$ cat config.mk
export PLATFORM = sky130hd
export DESIGN_NAME = approx_mul_trunc_pipe
export DESIGN_NICKNAME = d
export VERILOG_FILES = /design/src/rtl/approx_mul_trunc_pipe.sv
export SDC_FILE = /design/constraint.sdc
export NUM_CORES = 1
export LEC_CHECK = 0
export CAP_MARGIN = 30
export CORE_MARGIN = 2
export CORE_UTILIZATION = 35
export DETAILED_ROUTE_END_ITERATION = 12
export GPL_ROUTABILITY_DRIVEN = 0
export PLACE_DENSITY = 0.61
export SLEW_MARGIN = 5
export SYNTH_ARGS = -nofsm -noshare
export SYNTH_HDL_FRONTEND = slang
export SYNTH_SLANG_ARGS = --single-unit
$ cat constraint.sdc
create_clock -name clk -period 19.3 [get_ports clk]
set_input_delay 3.86 -clock clk [delete_from_list [all_inputs] [get_ports clk]]
set_output_delay 3.86 -clock clk [all_outputs]
set_load 0.005 [all_outputs]
$ cat src/rtl/approx_mul_trunc_pipe.sv
// approx_mul_trunc_pipe: low-row truncated approximate multiplier on a valid/ready pipeline.
// Define APPROX_MUL_ERR_STAT_EN to add |exact - z| error statistics ports.
module approx_mul_trunc_pipe #(
  parameter int N      = 8,
  parameter int L      = 4,
  parameter int C      = 7,
  parameter int COMP   = 0,
  parameter int STAGES = 2,
  parameter int ERR_W  = 32
) (
  input  logic           clk,
  input  logic           rst,
  input  logic           in_valid,
  output logic           in_ready,
  input  logic [N-1:0]   x,
  input  logic [N-1:0]   y,
  output logic           out_valid,
  input  logic           out_ready,
  output logic [2*N-1:0] z
`ifdef APPROX_MUL_ERR_STAT_EN
  ,
  input  logic             stat_clr,
  output logic [ERR_W-1:0] err_sum,
  output logic [ERR_W-1:0] err_cnt
`endif
);

  localparam int W  = 2 * N;
  localparam int CB = (C > 0) ? C - 1 : 0;

  logic [W-1:0] yw;
  logic [W-1:0] h;
  logic [W-1:0] p;
  logic [W-1:0] lo;
  logic [W-1:0] a;
  logic [W-1:0] b;
  logic [W-1:0] zc;
  logic         stall;

  logic [STAGES-1:0] v_q;
  logic [W-1:0]      d_q [STAGES];

  assign yw = W'(y);

  // Approximated rows: partial products of x[L-1:0] at full width.
  always_comb begin
    p = '0;
    for (int i = 0; i < N; i++) begin
      if (i < L && x[i]) begin
        p = p + (yw << i);
      end
    end
  end

  assign h  = (yw * W'(x >> L)) << L;
  assign lo = p & ~({W{1'b1}} << C);
  assign a  = p & ({W{1'b1}} << C);
  assign b  = (COMP != 0 && C > 0 && lo != '0) ? (W'(1) << CB) : '0;
  assign zc = h + a + b;

  assign stall     = out_valid && !out_ready;
  assign in_ready  = !stall;
  assign out_valid = v_q[STAGES-1];
  assign z         = out_valid ? d_q[STAGES-1] : '0;

  always_ff @(posedge clk) begin
    if (rst) begin
      v_q <= '0;
      for (int s = 0; s < STAGES; s++) begin
        d_q[s] <= '0;
      end
    end else if (!stall) begin
      v_q[0] <= in_valid;
      d_q[0] <= zc;
      for (int s = 1; s < STAGES; s++) begin
        v_q[s] <= v_q[s-1];
        d_q[s] <= d_q[s-1];
      end
    end
  end

`ifdef APPROX_MUL_ERR_STAT_EN
  localparam int SW = ((ERR_W > W) ? ERR_W : W) + 1;
  localparam logic [ERR_W-1:0] EMAX = '1;

  logic [W-1:0]     e_q [STAGES];
  logic [W-1:0]     e_out;
  logic [W-1:0]     diff;
  logic [SW-1:0]    sum_w;
  logic [ERR_W-1:0] sum_n;
  logic [ERR_W-1:0] cnt_n;

  // Exact product rides alongside z; its data is don't-care when invalid.
  always_ff @(posedge clk) begin
    if (rst) begin
      for (int s = 0; s < STAGES; s++) begin
        e_q[s] <= '0;
      end
    end else if (!stall) begin
      e_q[0] <= W'(x) * yw;
      for (int s = 1; s < STAGES; s++) begin
        e_q[s] <= e_q[s-1];
      end
    end
  end

  assign e_out = e_q[STAGES-1];
  assign diff  = (e_out >= z) ? e_out - z : z - e_out;
  assign sum_w = SW'(err_sum) + SW'(diff);
  assign sum_n = (sum_w > SW'(EMAX)) ? EMAX : sum_w[ERR_W-1:0];
  assign cnt_n = (err_cnt == EMAX) ? EMAX : err_cnt + ERR_W'(1);

  always_ff @(posedge clk) begin
    if (rst || stat_clr) begin
      err_sum <= '0;
      err_cnt <= '0;
    end else if (out_valid && out_ready) begin
      err_sum <= sum_n;
      err_cnt <= cnt_n;
    end
  end
`endif

endmodule
==> metrics.md <==
| Metric | Value |
|---|---|
| R2R cell count | 4 |
| First-pass GRT wire length | 12600 um |
| Fin crit share | 52.9% |
| Layout cell share with drive strength beyond 1 | 3.90% |
| Tmin final | 10.21 ns |
| Synth Warn # | 0 |
| Critical Path Start | y[2] |
| Io pins | 38 |
| Share of async-settable or async-resettable flops after synthesis | 0% |
| RR Startpoint | v_q[1]$_SDFFE_PP0N_ |
| Final hold vios | 0 |
| Post-DP HPWL | 6040 um |
| Register area | 761 um^2 |
| Reg-to-Reg End | d_q[0][15]$_SDFFCE_PN0P_ |
| Post-synth EDFFs | 24 |
| Unrepaired setup endpoints after global routing | false |
| Area Growth Syn to Fin | 13.8% |
| Final wirelength | 7420 um |
| Final worst setup slack | 9.09 ns |
| # nets final | 514 |
| Sequential area share after synthesis | 21.5% |
| Maximum clock insertion buffer count | 2 |
| P_leak | 1.77 nW |
| Final max-slew violation count | 0 |
| Fill cell count | 1023 |
| Arr. time, crit path | 10.23 ns |
| Worst slew margin | 43.0% |
| Most frequent cells in the layout | nand2_1, ha_1, and2_1, clkdlybuf4s50_1, inv_1 |
| Die Footprint | 10900 um^2 |
| Pre-CTS setup slack | 8.85 ns |
| Startpoint Class | primary input |
| Post-CTS setup buffer count | 0 |
| Antenna-violating nets left | 0 |
| Multi-input logic area | 2590 um^2 |
| Via-to-Cell Ratio | 5.17 |
| Register bit total from synthesis | 26 |
| Clk sinks | 26 |
| Placed cells | 565 |
| # hold bufs at CTS | 0 |
| Netlist cell types | 58 |
| Core Region | 9820 um^2 |
| Die H | 105 um |
| TNS Setup | 0 ns |
| Vias | 2942 |
| Worst EP required | 19.32 ns |
| GR Util All Layers | 13.6% |
| CTS HTree Levels | 1 |
| Most used DFF post-synth | edfxtp_1 |
| Worst setup path endpoint | d_q[0][15]$_SDFFCE_PN0P_ |
| Core Rows | 36 |
| Syn avg cell area | 8.64 um^2 |
| Worst VDD drop | 0.0282 mV |
| Clk slew on worst S/H paths | 0.08 ns |
| Pin count of the biggest net entering global routing | 19 |
| Initial Utilization | 36.1% |
| Grt ovf | 0 |
| Fmax | 97.9 MHz |
| Die width | 105 um |
| Clock buffer count from CTS | 3 |
| Hold WC Path Type | reg2reg |
| Total power | 0.270 mW |
| Initial antenna violation count | 0 |
| Synth Cell Area | 3540 um^2 |
| Worst Setup End Kind | flip-flop |
| CTS tree | done |
| Number of port buffers | 33 |
| Wire length per cell | 13.0 um |
| Post-synthesis cell count | 410 |
| Final non-filler cell total | 569 |
| Max_cap viols | 0 |
| Clk root buf | clkbuf_8 |
| Peak fanout along the critical path | 18 |
| Final clock skew | 0.00336 ns |
| DRT iter0 DRCs | 92 |
| Pwr dens | 66.9 nW/um^2 |
| Endpoints failing setup | 0 |
| Kind of critical path | in2reg |
| Worst Max-Slew Pin Slew | 0.853 ns |
| Number of global-route vias before repair | 2801 |
| Clock Latency Late Sink | 0.26 ns |
| Outcome | completed |
| Reg2Reg Setup Slack | 17.53 ns |
| Post-cts resize count | 0 |
| Antenna cell count | 0 |
| TritonRoute pass-1 iters | 4 |
| Drc violations | 0 |
## state kept, by name, summed over array words and instances (netlist names)
name / count
d_q: 24
v_q: 2
## final cells by class
cell class	count	area share (%)
Timing Repair Buffer	34	8.57
Tap cell	133	4.13
Sequential cell	26	18.9
Clock buffer	4	1.37
Multi-Input combinational cell	343	64.4
Inverter	29	2.70
## through the flow
| step | instance area, um^2 | hold WS [ns] | utilization, % |
|---|---|---|---|
| 2_1_floorplan | 3550 | 0.426 | - |
| 3_3_place_gp | 3960 | 0.443 | 40.3 |
| 3_5_place_dp | 3980 | 0.455 | 40.5 |
| 4_1_cts | 4030 | 0.466 | 41.0 |
| 5_1_grt | 4030 | 0.500 | 41.0 |
| 6_report | 4030 | 0.462 | 41.0 |
## power breakdown
group / total [mW] / leakage, nW / switching [mW] / internal [mW]
Sequential: 0.0785 / 0.299 / 0.00219 / 0.0763
Clock: 0.0335 / 0.0288 / 0.0153 / 0.0182
Combinational: 0.158 / 1.44 / 0.0856 / 0.0721
Total: 0.270 / 1.77 / 0.103 / 0.167
## cell families after synthesis
group                    count (synthesis)  synth area share, %
buffers and inverters                   44                 5.58
XOR/XNOR                                18                 4.45
AO/OA/AOI/OAI                           90                 18.3
AND/OR/NAND/NOR                        165                 24.0
adder cells (fa/ha/maj)                 57                 23.3
multiplexers                             9                 2.79
flip-flops                              26                 21.5
other                                    1                0.106
## synth_stat cells, drive strengths merged, types with 5 or more instances
master / n / share of area, %
nand2: 43 / 4.6
ha: 42 / 15
and2: 41 / 7.2
inv: 29 / 3.1
nor2: 28 / 3.0
edfxtp: 24 / 20
a21oi: 20 / 2.8
o21ai: 18 / 2.7
fa: 15 / 8.5
buf: 11 / 2.1
nand3: 11 / 1.6
xnor2: 10 / 2.5
nor3: 9 / 1.3
a211oi: 8 / 1.8
xor2: 8 / 2.0
a21o: 7 / 1.5
mux2: 7 / 2.2
nor2b: 7 / 1.2
nand2b: 6 / 1.1
nand4: 6 / 1.1
o21a: 5 / 1.1
## worst min-delay path by stage
stage | to | depth (start not counted) | from | slack, ns
global placement | v_q[0]$_SDFFE_PP0N_ | 2 | v_q[0]$_SDFFE_PP0N_ | 0.44
detailed placement | v_q[0]$_SDFFE_PP0N_ | 2 | v_q[0]$_SDFFE_PP0N_ | 0.45
finish | v_q[0]$_SDFFE_PP0N_ | 2 | v_q[0]$_SDFFE_PP0N_ | 0.46
global route | v_q[0]$_SDFFE_PP0N_ | 2 | v_q[0]$_SDFFE_PP0N_ | 0.50
floorplan | v_q[0]$_SDFFE_PP0N_ | 2 | v_q[0]$_SDFFE_PP0N_ | 0.43
CTS | v_q[0]$_SDFFE_PP0N_ | 2 | v_q[0]$_SDFFE_PP0N_ | 0.47
## layer usage
metal  up-vias  wire length, um  global-route usage, %
met3         6              179                  0.998
met4         0               87                   4.10
met2        47             3510                   23.7
met1      1370             3640                   17.9
met5         -                0                      0
li1       1519                -                      -
## critical path, stage by stage
cell,delay [ns]
clkdlybuf4s50_1,0.94
and2_1,0.27
ha_1,0.26
a41o_1,0.24
nand2_1,0.12
a211oi_1,0.08
o31a_1,0.33
or2_1,0.24
ha_1,0.37
nand3_1,0.09
a21oi_1,0.19
o22ai_1,0.13
xnor2_1,0.13
mux2_2,0.27
ha_1,0.33
nor2b_1,0.16
a221oi_1,0.23
o21ai_1,0.15
xor2_1,0.16
mux2_2,0.28
ha_1,0.32
nor2b_1,0.17
o21a_1,0.14
o21ai_0,0.13
a221oi_2,0.35
nand4_1,0.15
mux2i_1,0.14
No activity file was read; power rests on OpenSTA's default activity.
